[src/rtl/cpu_pkg.sv]
// Shared CPU definitions: datapath width, reset defaults and the {pc, instr}
// record carried from fetch to decode.
package cpu_pkg;

   localparam int              XLEN             = 32;
   localparam logic [XLEN-1:0] RESET_PC_DEFAULT = '0;
   localparam logic [XLEN-1:0] INSTR_NOP        = 32'h0000_0013;

   typedef struct packed {
      logic [XLEN-1:0] pc;
      logic [XLEN-1:0] instr;
   } pc_instr_t;

endpackage

[src/rtl/fetch_queue.sv]
// Synchronous FIFO of fetched {pc, instr} pairs between the PC and IF/ID.
// Flush discards all entries in one cycle; the head is read combinationally.
module fetch_queue
   import cpu_pkg::*;
#(
   parameter int DEPTH = 2
) (
   input  logic      clk_i,
   input  logic      rst_i,
   input  logic      flush_i,
   input  logic      push_i,
   input  logic      pop_i,
   input  pc_instr_t wdata_i,
   output pc_instr_t rdata_o,
   output logic      full_o,
   output logic      empty_o
);

   localparam int PTR_W = $clog2(DEPTH);
   localparam int CNT_W = PTR_W + 1;

   pc_instr_t          mem [DEPTH];
   logic [PTR_W-1:0]   rd_ptr;
   logic [PTR_W-1:0]   wr_ptr;
   logic [CNT_W-1:0]   count;
   logic               do_push;
   logic               do_pop;

   assign full_o  = (count == CNT_W'(DEPTH));
   assign empty_o = (count == '0);
   assign do_push = push_i & ~full_o;
   assign do_pop  = pop_i & ~empty_o;
   assign rdata_o = mem[rd_ptr];

   // NOTE: storage is reset too, so the head reads as zero out of reset rather
   // than as X; a flush only moves the pointers because valid masks the stale head.
   always_ff @(posedge clk_i) begin
      if (rst_i) begin
         rd_ptr <= '0;
         wr_ptr <= '0;
         count  <= '0;
         for (int i = 0; i < DEPTH; i++) mem[i] <= '0;
      end else if (flush_i) begin
         rd_ptr <= '0;
         wr_ptr <= '0;
         count  <= '0;
      end else begin
         if (do_push) begin
            mem[wr_ptr] <= wdata_i;
            wr_ptr      <= wr_ptr + 1'b1;
         end
         if (do_pop) rd_ptr <= rd_ptr + 1'b1;
         if (do_push && !do_pop)      count <= count + 1'b1;
         else if (do_pop && !do_push) count <= count - 1'b1;
      end
   end

endmodule

[src/rtl/fetch_unit.sv]
// Instruction-fetch stage: owns the PC, reads imem combinationally and buffers
// {pc, instr} pairs so decode can stall; a redirect flushes and reloads the PC.
module fetch_unit
   import cpu_pkg::*;
#(
   parameter int              XLEN        = cpu_pkg::XLEN,
   parameter logic [XLEN-1:0] RESET_PC    = RESET_PC_DEFAULT,
   parameter int              QUEUE_DEPTH = 2
) (
   input  logic            clk_i,
   input  logic            rst_i,
   input  logic            start_i,
   input  logic            redirect_i,
   input  logic [XLEN-1:0] redirect_pc_i,
   output logic [XLEN-1:0] imem_addr_o,
   input  logic [XLEN-1:0] imem_instr_i,
   output logic            instr_valid_o,
   input  logic            instr_ready_i,
   output logic [XLEN-1:0] instr_o,
   output logic [XLEN-1:0] pc_o
);

   logic [XLEN-1:0] pc;
   logic [XLEN-1:0] redirect_target;
   logic            push;
   logic            pop;
   logic            full;
   logic            empty;
   pc_instr_t       head;

   // Targets are word aligned; the low bits of the branch target are dropped.
   assign redirect_target = redirect_pc_i & ~XLEN'(3);

   assign push          = start_i & ~redirect_i & ~full;
   assign instr_valid_o = ~empty & ~redirect_i;
   assign pop           = instr_valid_o & instr_ready_i;

   assign imem_addr_o = pc;
   assign instr_o     = head.instr;
   assign pc_o        = head.pc;

   always_ff @(posedge clk_i) begin
      if (rst_i)           pc <= RESET_PC;
      else if (redirect_i) pc <= redirect_target;
      else if (push)       pc <= pc + XLEN'(4);
   end

   fetch_queue #(
      .DEPTH (QUEUE_DEPTH)
   ) u_queue (
      .clk_i   (clk_i),
      .rst_i   (rst_i),
      .flush_i (redirect_i),
      .push_i  (push),
      .pop_i   (pop),
      .wdata_i ('{pc: pc, instr: imem_instr_i}),
      .rdata_o (head),
      .full_o  (full),
      .empty_o (empty)
   );

endmodule

[config.mk]
export PLATFORM = sky130hd
export DESIGN_NAME = fetch_unit
export DESIGN_NICKNAME = d
export VERILOG_FILES = /design/src/rtl/cpu_pkg.sv /design/src/rtl/fetch_queue.sv /design/src/rtl/fetch_unit.sv
export SDC_FILE = /design/constraint.sdc
export NUM_CORES = 1
export LEC_CHECK = 0
export ABC_CLOCK_PERIOD_IN_PS = 6800
export BUFFER_PORTS_ARGS = -buffer_cell sky130_fd_sc_hd__buf_2
export CORE_ASPECT_RATIO = 0.5
export CORE_MARGIN = 2
export CORE_UTILIZATION = 59
export CTS_BUF_LIST = sky130_fd_sc_hd__clkbuf_16
export DETAILED_ROUTE_END_ITERATION = 10
export HOLD_SLACK_MARGIN = 0.15
export PLACE_DENSITY_LB_ADDON = 0.05
export SLEW_MARGIN = 10
export SYNTH_ARGS = -nofsm -noshare
export SYNTH_HDL_FRONTEND = slang
export SYNTH_HIERARCHICAL = 1
export SYNTH_SLANG_ARGS = --single-unit
[constraint.sdc]
create_clock -name clk_i -period 6.8 [get_ports clk_i]
set_input_delay 1.02 -clock clk_i [delete_from_list [all_inputs] [get_ports clk_i]]
set_output_delay 1.02 -clock clk_i [all_outputs]
set_load 0.005 [all_outputs]
Yosys cells after proc, flatten, opt, wreduce, memory -nomap -nowiden
Memories as Yosys holds them, arrays and structs flattened. A register that Yosys moved wholly into a read port is not among the register bits.
Index checks and enable logic that the tools add are counted.
W data, S select, Z words.
{"block": "totals", "regBits": 36, "ramBits": 128, "inputBits": 69, "output_inout_bits": 97, "wordCells": 45, "memories": 1}
{"memory": "u_queue.mem", "words": 2, "word_bits": 64, "rd": 1, "rd_clocked_by_memory_dff": 1, "write_ports": 2, "line_no": "fetch_queue.sv:22", "source": "pc_instr_t mem [DEPTH];"}
{"block": "op_classes", "n_addsub": 5, "n_eq_ne": 1, "muxes": 15, "n_bitwise": 9, "reduce_logical": 9}
{"cell": "$mux W32", "count": 2}
{"cell": "$mux W64", "count": 1}
{"cell": "$reduce_or A64 Y1", "count": 1}
{"cell": "$add A32 B3 Y32 const B", "count": 1}
{"cell": "$mux W1", "count": 10}
{"cell": "$and A1 B1 Y1", "count": 6}
{"cell": "$mux W2", "count": 2}
{"cell": "$reduce_bool A2 Y1", "count": 2}
{"cell": "$not A1 Y1", "count": 3}
{"cell": "$add A1 B1 Y1 const B", "count": 2}
{"cell": "$add A2 B1 Y2 const B", "count": 1}
{"cell": "$eq A2 B2 Y1 const B", "count": 1}
{"cell": "$logic_and A1 B1 Y1", "count": 2}
{"cell": "$logic_not A1 Y1", "count": 2}
{"cell": "$logic_not A2 Y1", "count": 1}
{"cell": "$reduce_or A2 Y1", "count": 1}
{"cell": "$sub A2 B1 Y2 const B", "count": 1}

Depth between registers and ports, before layout
{"block": "logic_depth", "depth_word": 10, "depth_mapped": 9, "ltp_nobuf": 9}

Hierarchy
The synthesis kept the hierarchy.
{"mod": "fetch_queue", "instances": 1, "cells_per_inst": 371, "area_each_um2": 5824.3, "seq_area_each_um2": 3943.8}
{"mod": "fetch_unit", "instances": 1, "cells_per_inst": 220, "area_each_um2": 1811.7, "seq_area_each_um2": 600.6}

Worst setup path after synthesis
Ideal clock, no wire load.
{"block": "synth_path", "path_type": "input port to flip-flop", "startpoint": "in redirect_i", "endpoint": "mem u_queue/mem[0][0] (netlist name), enable pin", "setup_ns": 0.394, "arrival_ns": 2.743, "t_required_ns": 6.406, "slack_ns": 3.663, "stages": 6, "path_buffers": 2, "cell_sequence": "clkbuf_1 nor2_1 inv_1 nor4_4 buf_6 or2_2"}
{"element": "from (decl)", "line_no": "fetch_unit.sv:13", "source": "input logic redirect_i,"}
{"element": "to (decl)", "line_no": "fetch_queue.sv:22"}

==> flow_summary.toml <==
[layout]
final_area_um2 = 9060
area_growth_syn_to_layout_pct = 18.7
drive_gt1_share_pct = 36.0
register_area_um2 = 4550
fin_nets = 814
multi_input_area_um2 = 2800
fillerInstances = 902
diodes = 0

[placed_design]
portBuffers = 161
dp_hpwl_um = 10300
placed_cell_area_um2 = 8450
gp_congestion = 0.816

[die]
die_x_um = 165
fp-row-count = 29
initial_utilization_pct = 60.3
dieHeight_um = 84.4
io_pins = 166
dieArea_um2 = 13900
coreArea_um2 = 12700

[clock_network]
clock_insertion_delay_worst_skew_ns = 0.41
clock_sinks = 163
cts_hold_buf = 0
cts_resized = 0
path_clk_slew_ns = 0.06
cts-root-buf = "clkbuf_16"
cts_buffer_depth = 2
numCtsBuffers = 17
cts_tree = "done"
cts_setup_buffers = 0
htree_levels = 4

[routing]
first_pass_iters = 5
drc = 0
detail_route.wl_per_cell_um = 17.8
drt_iter0_drc = 462
ant_nets = 0
via_per_inst = 5.61
routed_wl_um = 16400
vias = 5198

[sta]
fmax_ghz = 0.268
drv_slew = 0
tightest_slew_ns = 0.930
period_share_pct = 54.9
period_needed_ns = 3.73
finalSetupViolCount = 0
fin_setup_tns_ns = 0
hold_viol = 0
whs_ns = 0.512
fin_skew_ns = 0.0118
maxSlewHeadroom_pct = 38.0
rsz0062_at_grt = "no"

[synthesis]
ys_seq_elements = 163
ys_warn_count = 6
async_flop_share_pct = 0
synth-seq-area-share_pct = 59.5
synth_edf_count = 128
syn-cell-area_um2 = 7640
synthCells = 591
syn_area_per_cell_um2 = 12.9
synthFlopType = "edfxtp_1"
yosysUniqueCellTypes = 52

[global_route]
grt_start_max_net_pins = 66
grt_pass1_wl_um = 25200
grt-ovfl-total = 0
grt_pass1_vias = 4990
grt_use_total_pct = 23.8
grt_antenna_before_repair = 0

[critical_path]
worst_setup_path_start_kind = "input port"
rrSetupSlack_ns = 3.28
path_class = "in2reg"
cp.arrival_ns = 3.78
worstPathRequired_ns = 6.84
critPathMaxFanout = 65
cp-end-kind = "flop"

[power]
ir_drop_uv = 189
p_leak_nw = 3.72
power.density_nw_per_um2 = 254

[min_path]
min_path_type = "reg2reg"

[status]
status = "finished clean"

[flow_run]
drv_cap = 0
[power by group]
group	switching [W]	internal [W]	leakage [nW]
logic	0.0000796	0.0000688	1.80
clock network	0.000409	0.000589	0.299
registers	0.0000352	0.00112	1.62
total	0.000524	0.00178	3.72
[worst paths after layout]
path / start / end / cells after the start
min reg2reg: u_queue/rd_ptr / u_queue/rd_ptr / 2
max reg2reg: u_queue/count[0] / u_queue/mem[1][62] / 8
max: rst_i / u_queue/mem[1][62] / 6
min: u_queue/rd_ptr / u_queue/rd_ptr / 2
[Yosys cell counts (4+ instances only)]
library cell / number / area share, %
and2_1: 132 / 11
edfxtp_1: 128 / 50
mux2_2: 64 / 9.4
dfxtp_1: 35 / 9.2
nor2_1: 29 / 1.4
o21ai_0: 17 / 1.1
nand4_1: 15 / 1.2
buf_6: 14 / 2.1
xor2_1: 12 / 1.4
a211oi_1: 11 / 1.1
nand2_1: 11 / 0.54
buf_2: 10 / 0.66
clkbuf_1: 10 / 0.49
inv_1: 10 / 0.49
or3_1: 10 / 0.82
a311oi_1: 8 / 0.92
and4_1: 7 / 0.80
nand3_1: 6 / 0.39
or4_1: 5 / 0.49
and3_1: 4 / 0.33
[sequential cells by signal (all words and copies together) (netlist names), named ones only]
| register | flops |
|---|---|
| imem_addr_o | 30 |
| u_queue/count | 2 |
| u_queue/mem | 128 |
| u_queue/wr_ptr | 1 |
| u_queue/rd_ptr | 1 |
[critical path: stages]
cell    delay [ns]
buf_2         0.27
or2_0         0.46
nor4_4        0.20
buf_4         0.49
or2_2         0.69
buf_4         0.59
[layer usage]
layer / track usage [%] / up-vias / routed length (um) / share of wire, %
li1: - / 2473 / - / -
met4: 6.17 / 0 / 106 / 0.64
met2: 39.4 / 164 / 8010 / 49
met3: 4.55 / 9 / 1020 / 6.2
met5: 0 / - / 0 / 0
met1: 32.7 / 2552 / 7310 / 44
[area by class of cell]
| class | count | area share, % |
|---|---|---|
| inverters | 10 | 0.414 |
| repair buffers | 167 | 9.39 |
| well taps | 170 | 2.35 |
| multi-input cells | 384 | 30.9 |
| clock buffers | 17 | 4.69 |
| flip-flops and latches | 163 | 50.1 |
| clock inverters | 15 | 2.11 |
[cell usage in the layout (no fill, tap or decap), drive strengths merged, types with 5 or more instances in the layout]
| cell | count |
|---|---|
| dfxtp | 35 |
| nand3 | 6 |
| and4 | 9 |
| nor2 | 29 |
| buf | 167 |
| a311oi | 8 |
| nand2 | 11 |
| xor2 | 12 |
| mux2 | 64 |
| or4 | 5 |
| clkbuf | 17 |
| edfxtp | 128 |
| or3 | 10 |
| conb | 6 |
| nand4 | 17 |
| and2 | 132 |
| a211oi | 11 |
| inv | 17 |
| o21ai | 17 |
[metrics by stage]
stage,worst slack (ns),total power [W],utilization (%),cells
finish,3.07,0.00230,71.6,926
global route,2.86,0.00237,71.6,926
CTS,3.03,0.00231,71.6,926
detailed placement,2.59,0.00132,66.7,894
global placement,2.64,0.00132,66.7,894
floorplan,3.66,0.00124,-,596
[logic make-up (layout without fill, tap and decap cells)]
| kind of cell | count (synthesis) | count (layout) | share of synthesized area (%) |
|---|---|---|---|
| AOI/OAI and AO/OA | 58 | 58 | 5.44 |
| xor gates and xnor gates | 14 | 14 | 1.61 |
| adders and majority gates | 2 | 2 | 0.328 |
| buffers and inverters | 49 | 209 | 4.05 |
| DFF | 163 | 163 | 59.5 |
| muxes | 64 | 64 | 9.44 |
| other | 1 | 6 | 0.0491 |
| and+or+nand+nor | 240 | 240 | 19.6 |
Power figures use the tool's default switching activity.
